[src/rtl/interrupt_unit.sv]
// interrupt_unit: interrupt controller for the microcoded CPU.
// Gates the active-low external request with an enable flag and latches it as
// a pending interrupt (fi). It also tracks entry to and exit from the interrupt
// microprogram on nirqs. The state is three flops: ie, pend and irqs.
//
// Input semantics: every control input is an active-low level that is sampled
// on the rising clock edge. A low level held for k edges acts k times. The
// microcode asserts END# for exactly one clock because END# toggles irqs.
module interrupt_unit (
   input  logic clk,
   input  logic nreset,
   input  logic nirq,
   input  logic naction_sti,
   input  logic naction_cli,
   input  logic nend,
   output logic fi,
   output logic nirqs
);

   logic ie;
   logic pend;
   logic irqs;
   logic ie_next;
   logic pend_next;
   logic irqs_next;

   // Next-state logic. CLI# is applied last so that it wins over both STI#
   // and a simultaneous request.
   always_comb begin
      ie_next   = ie;
      pend_next = pend;
      irqs_next = irqs;

      if (!naction_sti) ie_next = 1'b1;
      if (!naction_cli) ie_next = 1'b0;

      // A request is only remembered while interrupts are enabled. The enable
      // value used here is the one from before the edge, so a request on the
      // same edge as STI# is dropped.
      if (!nirq && ie)  pend_next = 1'b1;
      if (!naction_cli) pend_next = 1'b0;

      // END# enters service when the flag is set and leaves service when
      // already in service. If the microprogram omits CLI#, this keeps
      // toggling on every END#; that behaviour is intended.
      if (!nend) irqs_next = pend & ~irqs;
   end

   // State register. Reset forces the outputs to idle at once, even in the
   // middle of an interrupt service.
   always_ff @(posedge clk or negedge nreset) begin
      if (!nreset) begin
         ie   <= 1'b0;
         pend <= 1'b0;
         irqs <= 1'b0;
      end else begin
         ie   <= ie_next;
         pend <= pend_next;
         irqs <= irqs_next;
      end
   end

   // Both outputs come straight from flops, so no input reaches an output
   // combinationally.
   assign fi    = pend;
   assign nirqs = ~irqs;

endmodule

[config.mk]
export PLATFORM = sky130hd
export DESIGN_NAME = interrupt_unit
export DESIGN_NICKNAME = d
export VERILOG_FILES = /design/src/rtl/interrupt_unit.sv
export SDC_FILE = /design/constraint.sdc
export NUM_CORES = 1
export LEC_CHECK = 0
export CORE_AREA = 2 2 39 41
export CTS_CLUSTER_SIZE = 28
export DETAILED_ROUTE_END_ITERATION = 6
export DIE_AREA = 0 0 41 43
export RECOVER_POWER = 50
export SYNTH_ARGS = -nofsm -noshare
export SYNTH_HDL_FRONTEND = slang
export SYNTH_SLANG_ARGS = --single-unit
export TNS_END_PERCENT = 100
[constraint.sdc]
create_clock -name clk -period 0.8 [get_ports clk]
set_input_delay 0.2 -clock clk [delete_from_list [all_inputs] [get_ports clk]]
set_output_delay 0.2 -clock clk [all_outputs]
set_load 0.005 [all_outputs]
Word-level counts from Yosys, hierarchy flattened
Cells that the tools add are included.

word-level totals
  register bits = 3
  output and inout port bits = 2
  logic and storage cells = 13

operators by class
  equality and inequality tests = 2
  multiplexer cells = 4
  bitwise operators = 2
  reduce and logical (&&, ||, !) cells = 2

operators by type and width
  kind                number
  $mux 1              4
  $ne 2x1->1 const B  1
  $ne 2x2->1 const B  1
  $and 1x1->1         1
  $logic_and 1x1->1   1
  $logic_not 1->1     1
  $not 1->1           1

Logic depth before layout (Yosys ltp)
  depth in word-level cells = 4
  mapped depth = 2
  gate-level depth less buffers = 2

Worst setup path after synthesis
No wires, ideal clock.

  kind = flip-flop to flip-flop
  start point = reg ie
  end point = reg pend, in the netlist fi
  data arrival time = 615 ps
  data required time = 681 ps
  setup slack = 66 ps
  cell stages (with the launch flop) = 3
  clock period less this slack = 734 ps
  path through = dfrtp_1 > nor2b_1 > o21a_1

between the ends
  cells in the longest elaborated chain, start to end = 2

RTL lines
  item                         RTL line  source
  from (decl)                  20        logic ie;
  from (signal assigned)       57        ie <= ie_next;
  $logic_and 1x1->1            40        if (!nirq && ie) pend_next = 1'b1;
  $ne 2x1->1 (no source line)  --
  to (signal assigned)         58        pend <= pend_next;
  to (decl)                    21        logic pend;

No other way between the ends.
A chain may end at the register's enable or synchronous reset.

Final worst setup path
  start point = reg irqs
  end point = out nirqs

between the ends
  cells in the longest elaborated chain, start to end = 1

RTL lines
  item                    RTL line  source
  from (decl)             22        logic irqs;
  from (signal assigned)  59        irqs <= irqs_next;
  $not 1->1               66        assign nirqs = ~irqs;
  to (decl)               17        output logic nirqs

No other way between the ends.

==> results.md <==
Floorplanning:
- The initial utilization of the core area, before any placement, comes to 8.59%.
- In this run the vertical extent of the chip is 43 microns.
- The number of ports placed on the die boundary is 8.
- The floorplan step defined a die boundary enclosing 1760 sq um.
- In this run the standard cell core region covers around 1400 sq um.
- From left edge to right edge, the die measures 41 microns.
- The number of core rows is 14.

Clocking:
- Once the clock tree was built, the setup fixing pass inserted 0 buffers.
- The number of clock buffers inserted by TritonCTS is 3.
- The clock transition at the registers of the reported paths is 0.04 ns.
- The count of clock tree sinks is 3.
- The number of hold buffers added after CTS was 0.
- At the later pin of the worst-skew pair, clock insertion delay measures between 0.2 and 0.25 ns.
- The clock passes through at most 2 buffers.
- The cell chosen for the clock root is sky130_fd_sc_hd__clkbuf_4.
- The clock tree from TritonCTS is built.
- The H-tree level count is 1.

Route:
- After detailed routing, the number of remaining DRC violations is 0.
- The detailed-route vias per instance is 3.05.
- The total iterations of the first detailed-routing run is 2.
- The routed wire length is 246 microns.
- The violation count after the first detailed-routing iteration is 2.
- The per-cell routed wire length is 6.15 microns.
- The total via count in the routed design is 122.
- In this run the remaining antenna-violating nets after routing total 0.

Hold path:
- In this run the worst hold path is classified as primary input to async pin.

Synth:
- Summing the sequential cell areas from Yosys gives 63.2% of the chip area.
- The post-synthesis cell type count is 8.
- In this run the mean area of a mapped cell was 10.8 sq um.
- The number of nets produced by synthesis is 17.
- Summing every instance area after synthesis gives between 100 and 150 sq um.
- Ranked by total cell area, the synthesized netlist is headed by sky130_fd_sc_hd__dfrtp_1 (63%), sky130_fd_sc_hd__a21boi_0 (6.3%), sky130_fd_sc_hd__inv_1 (6.3%), sky130_fd_sc_hd__o21a_1 (6.3%), sky130_fd_sc_hd__nand2b_1 (5.3%).
- The synthesized design contains 3 register bits.
- For this run, the number of Yosys warnings is 0.
- The synthesized design spends more area on one cell type than any other, namely sky130_fd_sc_hd__dfrtp_1.
- Of the post-synthesis cell area, the dominant cell type holds 63.2%.
- The synthesized netlist cell count is 11.

Placed design:
- Routability-driven placement finished with a final weighted congestion of between 0.4 and 0.5.
- The HPWL reported at the end of detailed placement is between 150 and 200 microns.
- The count of input and output buffers is 7.

Worst setup path:
- The kind of start point of the critical path is a register.
- The required time of the critical path is ~0.6 ns.
- The data arrival time of the critical path is ~0.74 ns.
- The reg-to-reg critical path startpoint is fi.
- The worst reg2reg path depth is 2.
- The critical path class is register to primary output.
- The endpoint kind of the worst setup timing path is a primary output.
- The biggest fanout along the worst timing path is 2.
- The end of the worst register-to-register path is fi.
- Across all register-to-register paths, the minimum setup slack is 0.03 ns.

Global route:
- After global routing the overflow that remains totals 0.
- The initial antenna violation count came to 0.
- The number of global-route vias before repair is 97.
- The maximum number of pins on one net before global-route repair is 4.
- Global routing used 3.11% of the available tracks across all layers.
- The first global-routing pass estimated 276 microns of wire.

Power and ir drop:
- In this run, the combinational gates consume 12.3% of the power.
- The share of total power dissipated in sequential elements is 34.3%.
- Power spread over the standard cell area amounts to 2030 nW/um^2.
- The static leakage power is 0.000109 uW.
- The switching power as a share of total power is 19.9%.
- The switching power of the nets is 97.1 uW.
- VDD sags by at most 0.000222 V.
- The clock network accounts for 53.4% of the total power.
- The internal power of the cells totals 391 uW.

STA:
- The count of final setup violators is 2.
- The hold violation count in the final report is 0.
- The final period demand of the worst path is 0.938 ns.
- The final-layout worst hold slack is around 0.22 ns.
- Adding up every negative setup slack in the final design gives -0.255 ns.
- Of the available clock period, the critical path in the final layout requires 117%.
- The final count of pins violating max slew is 0.
- Setup repair after global routing could not meet its margin everywhere.
- Clock skew on the completed layout was measured at 0.00184 ns.
- For the pin with the worst max-slew slack, the measured transition is about 0.14 ns.
- After layout, the worst setup slack is -0.138 ns.
- The highest clock rate is 1.07 GHz.
- The worst pin sits at a relative slew slack of 90.3%.

Layout:
- The area growth from synthesis to final layout is 102%.
- The post-route core utilization is ~17%.
- The most common cell after layout, fill and taps aside is sky130_fd_sc_hd__clkdlybuf4s50_1.
- The library cells used most frequently in the layout, excluding fill and tap cells, are sky130_fd_sc_hd__clkdlybuf4s50_1 (4), sky130_fd_sc_hd__clkbuf_4 (3), sky130_fd_sc_hd__dfrtp_1 (3).
- The antenna cell count is 0.
- Cells with a size suffix above 1 make up 29.2% of the layout.
- The number of nets in the layout is 31.

Flow run:
- The number of violations of the max-capacitance limit is 0.

Status:
- The checks that failed: setup timing.
- The run finished, with violations left.
-- power by group through the flow --
stage	clock network, uW	registers (uW)	logic (uW)
final	261	168	59.9
after global routing	279	168	66.8
after CTS	276	168	61.8
after detailed placement	0	170	68.1
after global placement	0	170	68.2
after floorplan	0	171	13.5
-- repair_timing --
| action | CTS | global route |
|---|---|---|
| endpoints found under the hold margin | 0 | 0 |
| endpoints found under the setup margin | 2 | 2 |
| gates resized for setup | 8 | 0 |
-- sequential cells by signal (all words and copies together), names as in the netlist --
register	cells
fi	1
irqs	1
ie	1
-- routing by layer --
metal | track usage [%] | vias to the layer above | routed length (microns)
met5 | 0 | - | 0
met4 | 8.00 | 0 | 15
met3 | 1.57 | 2 | 33
met2 | 4.06 | 7 | 120
met1 | 0.962 | 53 | 77
li1 | - | 60 | -
-- critical path: stages (launching register included) --
cell                      delay (ns)
sky130_fd_sc_hd__dfrtp_1        0.36
sky130_fd_sc_hd__inv_1          0.05
sky130_fd_sc_hd__buf_2          0.10
-- how the worst max path moves through the flow --
stage          start  endpoint  slack [ns]  depth (start not counted)
2_1_floorplan     ie        fi        0.07                          2
3_3_place_gp    irqs     nirqs       -0.28                          2
3_5_place_dp    irqs     nirqs       -0.29                          2
4_1_cts         irqs     nirqs       -0.15                          2
5_1_grt         irqs     nirqs       -0.17                          2
6_report        irqs     nirqs       -0.14                          2
-- layout make-up --
cell class	instances	area (sq um)
multi-input combinational	6	36.3
clock buffer	4	26.3
timing repair buffer	9	75.1
tap	16	20.0
inverter	2	7.51
sequential	3	75.1
fill	163	1140
-- kinds of logic after synthesis --
| group | after synthesis | synth area share [%] |
|---|---|---|
| simple gates | 3 | 13.7 |
| flops | 3 | 63.2 |
| compound gates | 3 | 16.8 |
| buf+inv | 2 | 6.32 |
-- per-stage QoR --
| step | setup WS (ns) | instances | power, uW | cell area (sq um) |
|---|---|---|---|---|
| 2_1_floorplan | 0.0662 | 11 | 184 | 119 |
| 3_3_place_gp | -0.285 | 36 | 238 | 224 |
| 3_5_place_dp | -0.285 | 36 | 238 | 224 |
| 4_1_cts | -0.150 | 40 | 505 | 240 |
| 5_1_grt | -0.173 | 40 | 514 | 240 |
| 6_report | -0.138 | 40 | 489 | 240 |
-- synth_stat cells --
master,count
sky130_fd_sc_hd__nor2b_1,1
sky130_fd_sc_hd__inv_1,2
sky130_fd_sc_hd__nand2b_1,1
sky130_fd_sc_hd__dfrtp_1,3
sky130_fd_sc_hd__nand2_1,1
sky130_fd_sc_hd__a21boi_0,1
sky130_fd_sc_hd__o21ai_1,1
sky130_fd_sc_hd__o21a_1,1
Power figures use the tool's default switching activity.
